## src/rtl/neuron_array.sv

```systemverilog
// neuron_array: NUM_NEURONS independent leaky integrate-and-fire channels,
// each with a four-state FSM (IDLE, SPIKE, REL_REF, ABS_REF).
// Optional build macro NEURON_SPIKE_COUNT_EN adds per-channel saturating
// spike counters with a shared clear input (clr_count).
module neuron_array #(
  parameter int NUM_NEURONS    = 4,
  parameter int DATA_WIDTH     = 8,
  parameter int THRESH         = 15,
  parameter int THRESH_HIGH    = 40,
  parameter int OVERSHOOT      = 70,
  parameter int MAX_VAL        = 100,
  parameter int LEAK_IDLE      = 2,
  parameter int LEAK_REF       = 40,
  parameter int ABS_REF_CYCLES = 3,
  parameter int CNT_WIDTH      = 8
) (
  input  logic                              clk,
  input  logic                              rst,
  input  logic [NUM_NEURONS-1:0]            in_valid,
  input  logic [NUM_NEURONS*DATA_WIDTH-1:0] in_mac_sum,
  output logic [NUM_NEURONS-1:0]            out_spike,
  output logic [NUM_NEURONS*DATA_WIDTH-1:0] out_vmem,
  output logic [2*NUM_NEURONS-1:0]          out_state,
  output logic                              spike_any
`ifdef NEURON_SPIKE_COUNT_EN
  ,
  input  logic                              clr_count,
  output logic [NUM_NEURONS*CNT_WIDTH-1:0]  out_spike_count
`endif
);

  localparam int EXT_W   = DATA_WIDTH + 2;
  localparam int DWELL_W = $clog2(ABS_REF_CYCLES + 1);

  localparam logic [1:0] ST_IDLE    = 2'd0;
  localparam logic [1:0] ST_SPIKE   = 2'd1;
  localparam logic [1:0] ST_REL_REF = 2'd2;
  localparam logic [1:0] ST_ABS_REF = 2'd3;

  localparam logic [DATA_WIDTH-1:0]   THRESH_V    = DATA_WIDTH'(THRESH);
  localparam logic [DATA_WIDTH-1:0]   THRESH_HI_V = DATA_WIDTH'(THRESH_HIGH);
  localparam logic [DATA_WIDTH-1:0]   OVERSHOOT_V = DATA_WIDTH'(OVERSHOOT);
  localparam logic [DATA_WIDTH-1:0]   MAX_V       = DATA_WIDTH'(MAX_VAL);
  localparam logic signed [EXT_W-1:0] MAX_E       = EXT_W'(MAX_VAL);
  localparam logic signed [EXT_W-1:0] LEAK_IDLE_E = EXT_W'(LEAK_IDLE);
  localparam logic signed [EXT_W-1:0] LEAK_REF_E  = EXT_W'(LEAK_REF);
  localparam logic [DWELL_W-1:0]      DWELL_EXIT  = DWELL_W'(ABS_REF_CYCLES - 1);

  // Clamp the widened signed membrane update into [0, MAX_VAL].
  function automatic logic [DATA_WIDTH-1:0] clamp_vmem(input logic signed [EXT_W-1:0] s);
    if (s < 0)          return '0;
    else if (s > MAX_E) return MAX_V;
    else                return s[DATA_WIDTH-1:0];
  endfunction

  logic [1:0]               state_q     [NUM_NEURONS];
  logic [1:0]               state_d     [NUM_NEURONS];
  logic [DATA_WIDTH-1:0]    vmem_q      [NUM_NEURONS];
  logic [DATA_WIDTH-1:0]    vmem_d      [NUM_NEURONS];
  logic [DATA_WIDTH-1:0]    pre_spike_q [NUM_NEURONS];
  logic [DATA_WIDTH-1:0]    pre_spike_d [NUM_NEURONS];
  logic [DWELL_W-1:0]       dwell_q     [NUM_NEURONS];
  logic [DWELL_W-1:0]       dwell_d     [NUM_NEURONS];
  logic signed [EXT_W-1:0]  in_ext      [NUM_NEURONS];
  logic signed [EXT_W-1:0]  vmem_ext    [NUM_NEURONS];
  logic [NUM_NEURONS-1:0]   spike_q;
  logic [NUM_NEURONS-1:0]   spike_d;
  logic                     spike_any_q;
  logic                     spike_any_d;

  // Per-channel input sign extension and output packing.
  for (genvar g = 0; g < NUM_NEURONS; g++) begin : g_ch
    assign in_ext[g]   = in_valid[g]
                       ? {{2{in_mac_sum[g*DATA_WIDTH + DATA_WIDTH - 1]}}, in_mac_sum[g*DATA_WIDTH +: DATA_WIDTH]}
                       : '0;
    assign vmem_ext[g] = {2'b00, vmem_q[g]};
    assign out_vmem[g*DATA_WIDTH +: DATA_WIDTH] = vmem_q[g];
    assign out_state[2*g +: 2]                  = state_q[g];
  end

  assign out_spike = spike_q;
  assign spike_any = spike_any_q;

  // Next-state and membrane update; transitions look only at registered values.
  always_comb begin
    for (int i = 0; i < NUM_NEURONS; i++) begin
      state_d[i]     = state_q[i];
      vmem_d[i]      = vmem_q[i];
      pre_spike_d[i] = pre_spike_q[i];
      dwell_d[i]     = dwell_q[i];
      case (state_q[i])
        ST_IDLE: begin
          vmem_d[i] = clamp_vmem(vmem_ext[i] + in_ext[i] - LEAK_IDLE_E);
          if (vmem_q[i] >= THRESH_V) begin
            state_d[i]     = ST_SPIKE;
            pre_spike_d[i] = vmem_q[i];
          end
        end
        ST_SPIKE: begin
          // Dwell counter is cleared here so ABS_REF always starts from zero.
          dwell_d[i] = '0;
          state_d[i] = (pre_spike_q[i] >= OVERSHOOT_V) ? ST_ABS_REF : ST_REL_REF;
        end
        ST_REL_REF: begin
          vmem_d[i] = clamp_vmem(vmem_ext[i] + in_ext[i] - LEAK_REF_E);
          if (vmem_q[i] == '0) begin
            state_d[i] = ST_IDLE;
          end else if (vmem_q[i] >= THRESH_HI_V) begin
            state_d[i]     = ST_SPIKE;
            pre_spike_d[i] = vmem_q[i];
          end
        end
        default: begin
          vmem_d[i] = clamp_vmem(vmem_ext[i] - LEAK_REF_E);
          if (dwell_q[i] != '1) dwell_d[i] = dwell_q[i] + DWELL_W'(1);
          if ((dwell_q[i] >= DWELL_EXIT) && (vmem_q[i] == '0)) state_d[i] = ST_IDLE;
        end
      endcase
    end
  end

  // Registered spike follows the state being entered, so it is high exactly in SPIKE.
  always_comb begin
    spike_d = '0;
    for (int i = 0; i < NUM_NEURONS; i++) spike_d[i] = (state_d[i] == ST_SPIKE);
    spike_any_d = |spike_d;
  end

  // Channel state registers with synchronous reset.
  always_ff @(posedge clk) begin
    if (rst) begin
      for (int i = 0; i < NUM_NEURONS; i++) begin
        state_q[i]     <= ST_IDLE;
        vmem_q[i]      <= '0;
        pre_spike_q[i] <= '0;
        dwell_q[i]     <= '0;
      end
      spike_q     <= '0;
      spike_any_q <= 1'b0;
    end else begin
      for (int i = 0; i < NUM_NEURONS; i++) begin
        state_q[i]     <= state_d[i];
        vmem_q[i]      <= vmem_d[i];
        pre_spike_q[i] <= pre_spike_d[i];
        dwell_q[i]     <= dwell_d[i];
      end
      spike_q     <= spike_d;
      spike_any_q <= spike_any_d;
    end
  end

`ifdef NEURON_SPIKE_COUNT_EN
  logic [CNT_WIDTH-1:0] cnt_q [NUM_NEURONS];
  logic [CNT_WIDTH-1:0] cnt_d [NUM_NEURONS];

  for (genvar g = 0; g < NUM_NEURONS; g++) begin : g_cnt
    assign out_spike_count[g*CNT_WIDTH +: CNT_WIDTH] = cnt_q[g];
  end

  // Saturating spike counters; clear takes priority over a coincident spike.
  always_comb begin
    for (int i = 0; i < NUM_NEURONS; i++) begin
      cnt_d[i] = cnt_q[i];
      if (clr_count)                          cnt_d[i] = '0;
      else if (spike_d[i] && (cnt_q[i] != '1)) cnt_d[i] = cnt_q[i] + CNT_WIDTH'(1);
    end
  end

  // Counter registers with synchronous reset.
  always_ff @(posedge clk) begin
    if (rst) begin
      for (int i = 0; i < NUM_NEURONS; i++) cnt_q[i] <= '0;
    end else begin
      for (int i = 0; i < NUM_NEURONS; i++) cnt_q[i] <= cnt_d[i];
    end
  end
`endif

endmodule

```

## config.mk

```make
export PLATFORM = sky130hd
export DESIGN_NAME = neuron_array
export DESIGN_NICKNAME = d
export VERILOG_FILES = /design/src/rtl/neuron_array.sv
export SDC_FILE = /design/constraint.sdc
export NUM_CORES = 1
export LEC_CHECK = 0
export BUFFER_PORTS_ARGS = -buffer_cell sky130_fd_sc_hd__buf_2
export CORE_MARGIN = 4
export CORE_UTILIZATION = 45
export DETAILED_ROUTE_END_ITERATION = 10
export GPL_ROUTABILITY_DRIVEN = 0
export PLACE_DENSITY = 0.75
export SYNTH_ARGS = -nofsm -noshare
export SYNTH_HDL_FRONTEND = slang
export SYNTH_SLANG_ARGS = --single-unit
```

## constraint.sdc

```tcl
create_clock -name clk -period 5.86 [get_ports clk]
set_clock_uncertainty 0.1 [all_clocks]
set_input_delay 0.293 -clock clk [delete_from_list [all_inputs] [get_ports clk]]
set_output_delay 0.293 -clock clk [all_outputs]
set_load 0.02 [all_outputs]
```

==> summary.md <==
The run finished with clean final reports. In this run, distinct cell masters in the synthesized netlist total 89. For the number of instances resized during post-cts repair, the log shows 0. The biggest area contributor in the post-synthesis netlist is sky130_fd_sc_hd__dfxtp_1.

For this run, global-route usage on met2 was measured as 34.8%. The first global-routing pass estimated 38,500 µm of wire. Capturing instance or port of the critical path: vmem_q[1][0]$_SDFFE_PP0P_.

The flop and latch count out of synthesis is 81. Most congested layer reported by global routing: met2. The die is 146 µm wide.

Dividing the detail-routed via count by the number of cells gives 6.01. TritonCTS built the clock tree. The number of gates on the worst path with buffers counted was 14. The largest individual stage delay along the critical path comes from the cell sky130_fd_sc_hd__xnor2_1. The final hold slack came out at 0.392 ns.

Of the synthesized area, sequential elements account for 18.9%. Broken down by cell family, the worst path's largest delay share belongs to simple AND/OR/NAND/NOR gates. The logs give 6.03 ns for the required time of the critical path and 0 for the number of buffers inserted by hold repair at cts.

For this design, the sink count on the clock tree is 81. Total CTS buffers: 9. After synthesis, the share of flip-flops with an asynchronous set or reset is 0%.

In the final layout, the share of cells above drive strength 1 is 10.7%. The area share of the largest cell type after synthesis is 18.9%, and the vias after detailed routing is 8,741. The worst max-slew margin expressed relative to the limit is 21.1%.

The power density over the cells was 518 nW/µm². Among all flip-flop cells after synthesis, the most frequent one is sky130_fd_sc_hd__dfxtp_1. The final number of max-transition violations is 0. Setup violations remaining at the end of the flow were counted as 0. The number of warning messages in the yosys log came out at 0.

Row generation in the floorplan step produced 50 rows. For the number of H-tree branching levels, the log shows 3. In the synthesized netlist, the cells that appear most often are 129 x sky130_fd_sc_hd__nor2_1, 89 x sky130_fd_sc_hd__nand2_1, 82 x sky130_fd_sc_hd__a21oi_1, 81 x sky130_fd_sc_hd__dfxtp_1, 81 x sky130_fd_sc_hd__o21ai_0. Setup repair after global routing left no endpoint under its margin. STA puts the critical path data arrival time at 4.96 ns.

CTS root buffer: sky130_fd_sc_hd__clkbuf_16. The number of buffers and inverters on the critical path was 1. Summing the areas of all xor and xnor instances in the mapped netlist gives 4.37% of the synthesized area. In the global route stage, overall resource usage came out at 20.7%.

The shortest period the worst path allows was 4.79 ns; the remaining global-route overflow was 0. Counting instances, the worst hold path has a depth of 2. Detailed placement ended at an HPWL of 17,500 µm. The iteration count of the initial detailed-routing pass is 5, and the area of the mapped netlist is 8590 µm². The maximum number of pins on one net before global-route repair came out at 60.

Traced cell by cell, the critical path runs through ha_1 > inv_1 > fa_1 > nand2b_1 > a21oi_1 > xnor2_1 > ha_1 > o21ai_0 > nor4_1 > nand4_1 > a211oi_1 > nor3b_1 > o21ai_0 > a21oi_1. Reg-to-reg endpoint: vmem_q[1][0]$_SDFFE_PP0P_. The buffer count from post-CTS setup fixing was 0. The synthesized netlist devotes 29.2% of its cell area to compound gates. STA classifies the critical path endpoint as a flip-flop. The path class of the tightest hold or removal check is flip-flop to flip-flop. Number of nets at the end of the flow: 1,333.

Of the post-synthesis cell area, the part taken by muxes is 3.28%. The transition time at the pin with the least slew margin was 1.18 ns; the total leakage power was 4.00 nW. The number of synthesized flops with an enable pin is 0. The post-synthesis simple-gate area fraction is 26.8%. After Yosys synthesis, full adders, half adders and majority gates account for 11.9% of the synthesized area. The number of remaining DRC errors came out at 0.

The clock-pin slew on the worst setup and hold paths was 0.06 ns. The net count after synthesis is 1,286. Clock latency on the worst-skew pair, taken at its later pin, is 0.34 ns. The cell count after synthesis came out at 1,169. After detailed routing, the average wire length per cell comes to 15.7 µm. For the remaining number of nets flagged by the antenna check after routing, the log shows 0. The logs give 4.00% for the global routing met3 resource utilization and 1 for the initial antenna violation count.

In this run the register-to-register setup slack is 1.07 ns. For this run, the top clock speed supported by timing is 209 MHz. STA classifies the critical path startpoint as a flip-flop.

The run gives 8,089 as the number of global-route vias before repair. The worst setup path is of the flip-flop to flip-flop kind. The highest cell delay on the worst timing path is 0.91 ns, and the antenna diode count is 0.

The layout overhead on the synthesized area works out to 9.13%. The combinational family with the most area after synthesis was compound AO/OA/AOI/OAI gates. The final clock period utilization by the worst path works out to 81.8%. Of all nets on the critical path, the largest fanout is 15. The final layout contains routed wiring with a total length of 22,800 µm. The worst-case IR drop observed on VDD is 0.168 mV. Each instance of the synthesized netlist takes up on average 7.35 µm². The number of maximum-capacitance violations was 0.

In this run the vertical extent of the chip is 146 µm. For this block, the initial DRC count from the detailed router was 652. In this run the critical register-to-register path is launched from vmem_q[1][0]$_SDFFE_PP0P_. The longest clock path from root to sink contains 2 buffers. The most frequent cell after synthesis was sky130_fd_sc_hd__nor2_1. Once the floorplan was initialized, standard cells occupied 45.8% of the core. Total die area: 21,400 µm². For the worst flop-to-flop path, the logic depth is 14.

Summed over all failing endpoints, the final setup total negative slack is 0 ns. For the fraction of met1 tracks used by global routing, the log shows 27.9%. Hold violation count in the final report: 0.

Tracing the worst setup path back leads to its startpoint at vmem_q[1][0]$_SDFFE_PP0P_. The number of top-level pins is 83. In the post-synthesis netlist, the biggest area contributors are sky130_fd_sc_hd__dfxtp_1 19%, sky130_fd_sc_hd__ha_1 11%, sky130_fd_sc_hd__nor2_1 5.6%. The number of input and output port buffers inserted works out to 82.

The total core area was 18,800 µm².
## logic make-up (layout without fill, tap and decap cells)
| group | after synthesis | after routing |
|---|---|---|
| compound gates | 369 | 369 |
| mux | 28 | 28 |
| fa+ha+maj | 79 | 79 |
| xor+xnor | 42 | 42 |
| simple gates | 451 | 451 |
| buf+inv | 119 | 171 |
| flops | 81 | 81 |
## per-stage QoR
stage          setup WS [ns]  util (%)  cells  total power [mW]  cell area, µm²
2_1_floorplan           1.57         -   1169              3.54            8590
3_3_place_gp            1.17      48.4   1439              4.22            9090
3_5_place_dp            1.05      48.4   1439              4.26            9090
4_1_cts                 1.17      49.9   1455              4.82            9370
5_1_grt                0.643      49.9   1455              5.30            9370
6_report                1.07      49.9   1455              4.85            9370
## metal layers
metal | up-vias | wire length (µm)
li1 | 4416 | -
met1 | 4064 | 10900
met2 | 242 | 10500
met3 | 19 | 1200
met4 | 0 | 160
met5 | - | 0
## layout make-up
class                      count  area (µm²)
clock inverter                 7        56.3
sequential                    81        1620
multi-input combinational    969        6490
timing repair buffer          83         418
tap                          234         293
clock buffer                   9         225
inverter                      72         270
fill                        1859        9400
## registers in the layout (all words and copies together), names as in the netlist
register and count:
vmem_q 32, pre_spike_q 28, dwell_q 8, state_q 8
out_spike 4, spike_any 1
## worst min-delay path, cell delays in order, from the launching register on
cell and delay, ns:
sky130_fd_sc_hd__dfxtp_1 0.33, sky130_fd_sc_hd__a21oi_1 0.06, sky130_fd_sc_hd__nor2_1 0.07
## cell usage in the layout (no fill, tap or decap), types with 10 or more instances in the layout
cell | Yosys | routed
sky130_fd_sc_hd__mux2i_1 | 27 | 27
sky130_fd_sc_hd__nor3_1 | 37 | 37
sky130_fd_sc_hd__and2_1 | 39 | 39
sky130_fd_sc_hd__nand2_1 | 89 | 89
sky130_fd_sc_hd__nand2b_1 | 19 | 19
sky130_fd_sc_hd__ha_1 | 75 | 75
sky130_fd_sc_hd__a211oi_1 | 19 | 19
sky130_fd_sc_hd__dfxtp_1 | 81 | 81
sky130_fd_sc_hd__nor4_1 | 11 | 11
sky130_fd_sc_hd__a21oi_1 | 82 | 82
sky130_fd_sc_hd__o21a_1 | 10 | 10
sky130_fd_sc_hd__a21o_1 | 18 | 18
sky130_fd_sc_hd__a31oi_1 | 20 | 20
sky130_fd_sc_hd__nand4_1 | 15 | 15
sky130_fd_sc_hd__o31ai_1 | 12 | 12
sky130_fd_sc_hd__xnor2_1 | 27 | 27
sky130_fd_sc_hd__o21ai_0 | 81 | 81
sky130_fd_sc_hd__nand3_1 | 23 | 23
sky130_fd_sc_hd__or3_1 | 15 | 15
sky130_fd_sc_hd__o211ai_1 | 17 | 17
sky130_fd_sc_hd__xor2_1 | 14 | 14
sky130_fd_sc_hd__inv_1 | 69 | 69
sky130_fd_sc_hd__buf_2 | 3 | 82
sky130_fd_sc_hd__nor2b_1 | 10 | 10
sky130_fd_sc_hd__nor2_1 | 129 | 129
## how the worst min path moves through the flow
stage                                         from                             end
global placement    pre_spike_q[3][7]$_SDFFE_PP0P_  pre_spike_q[3][7]$_SDFFE_PP0P_
floorplan           pre_spike_q[2][6]$_SDFFE_PP0P_  pre_spike_q[2][6]$_SDFFE_PP0P_
global route        pre_spike_q[3][7]$_SDFFE_PP0P_  pre_spike_q[3][7]$_SDFFE_PP0P_
CTS                 pre_spike_q[0][7]$_SDFFE_PP0P_  pre_spike_q[0][7]$_SDFFE_PP0P_
finish              pre_spike_q[0][7]$_SDFFE_PP0P_  pre_spike_q[0][7]$_SDFFE_PP0P_
detailed placement  pre_spike_q[0][6]$_SDFFE_PP0P_  pre_spike_q[0][6]$_SDFFE_PP0P_
## report_power, final
part	switching, mW	internal (mW)
clock	0.238	0.290
combinational	2.02	1.29
sequential	0.303	0.711
Power figures use the tool's default switching activity.
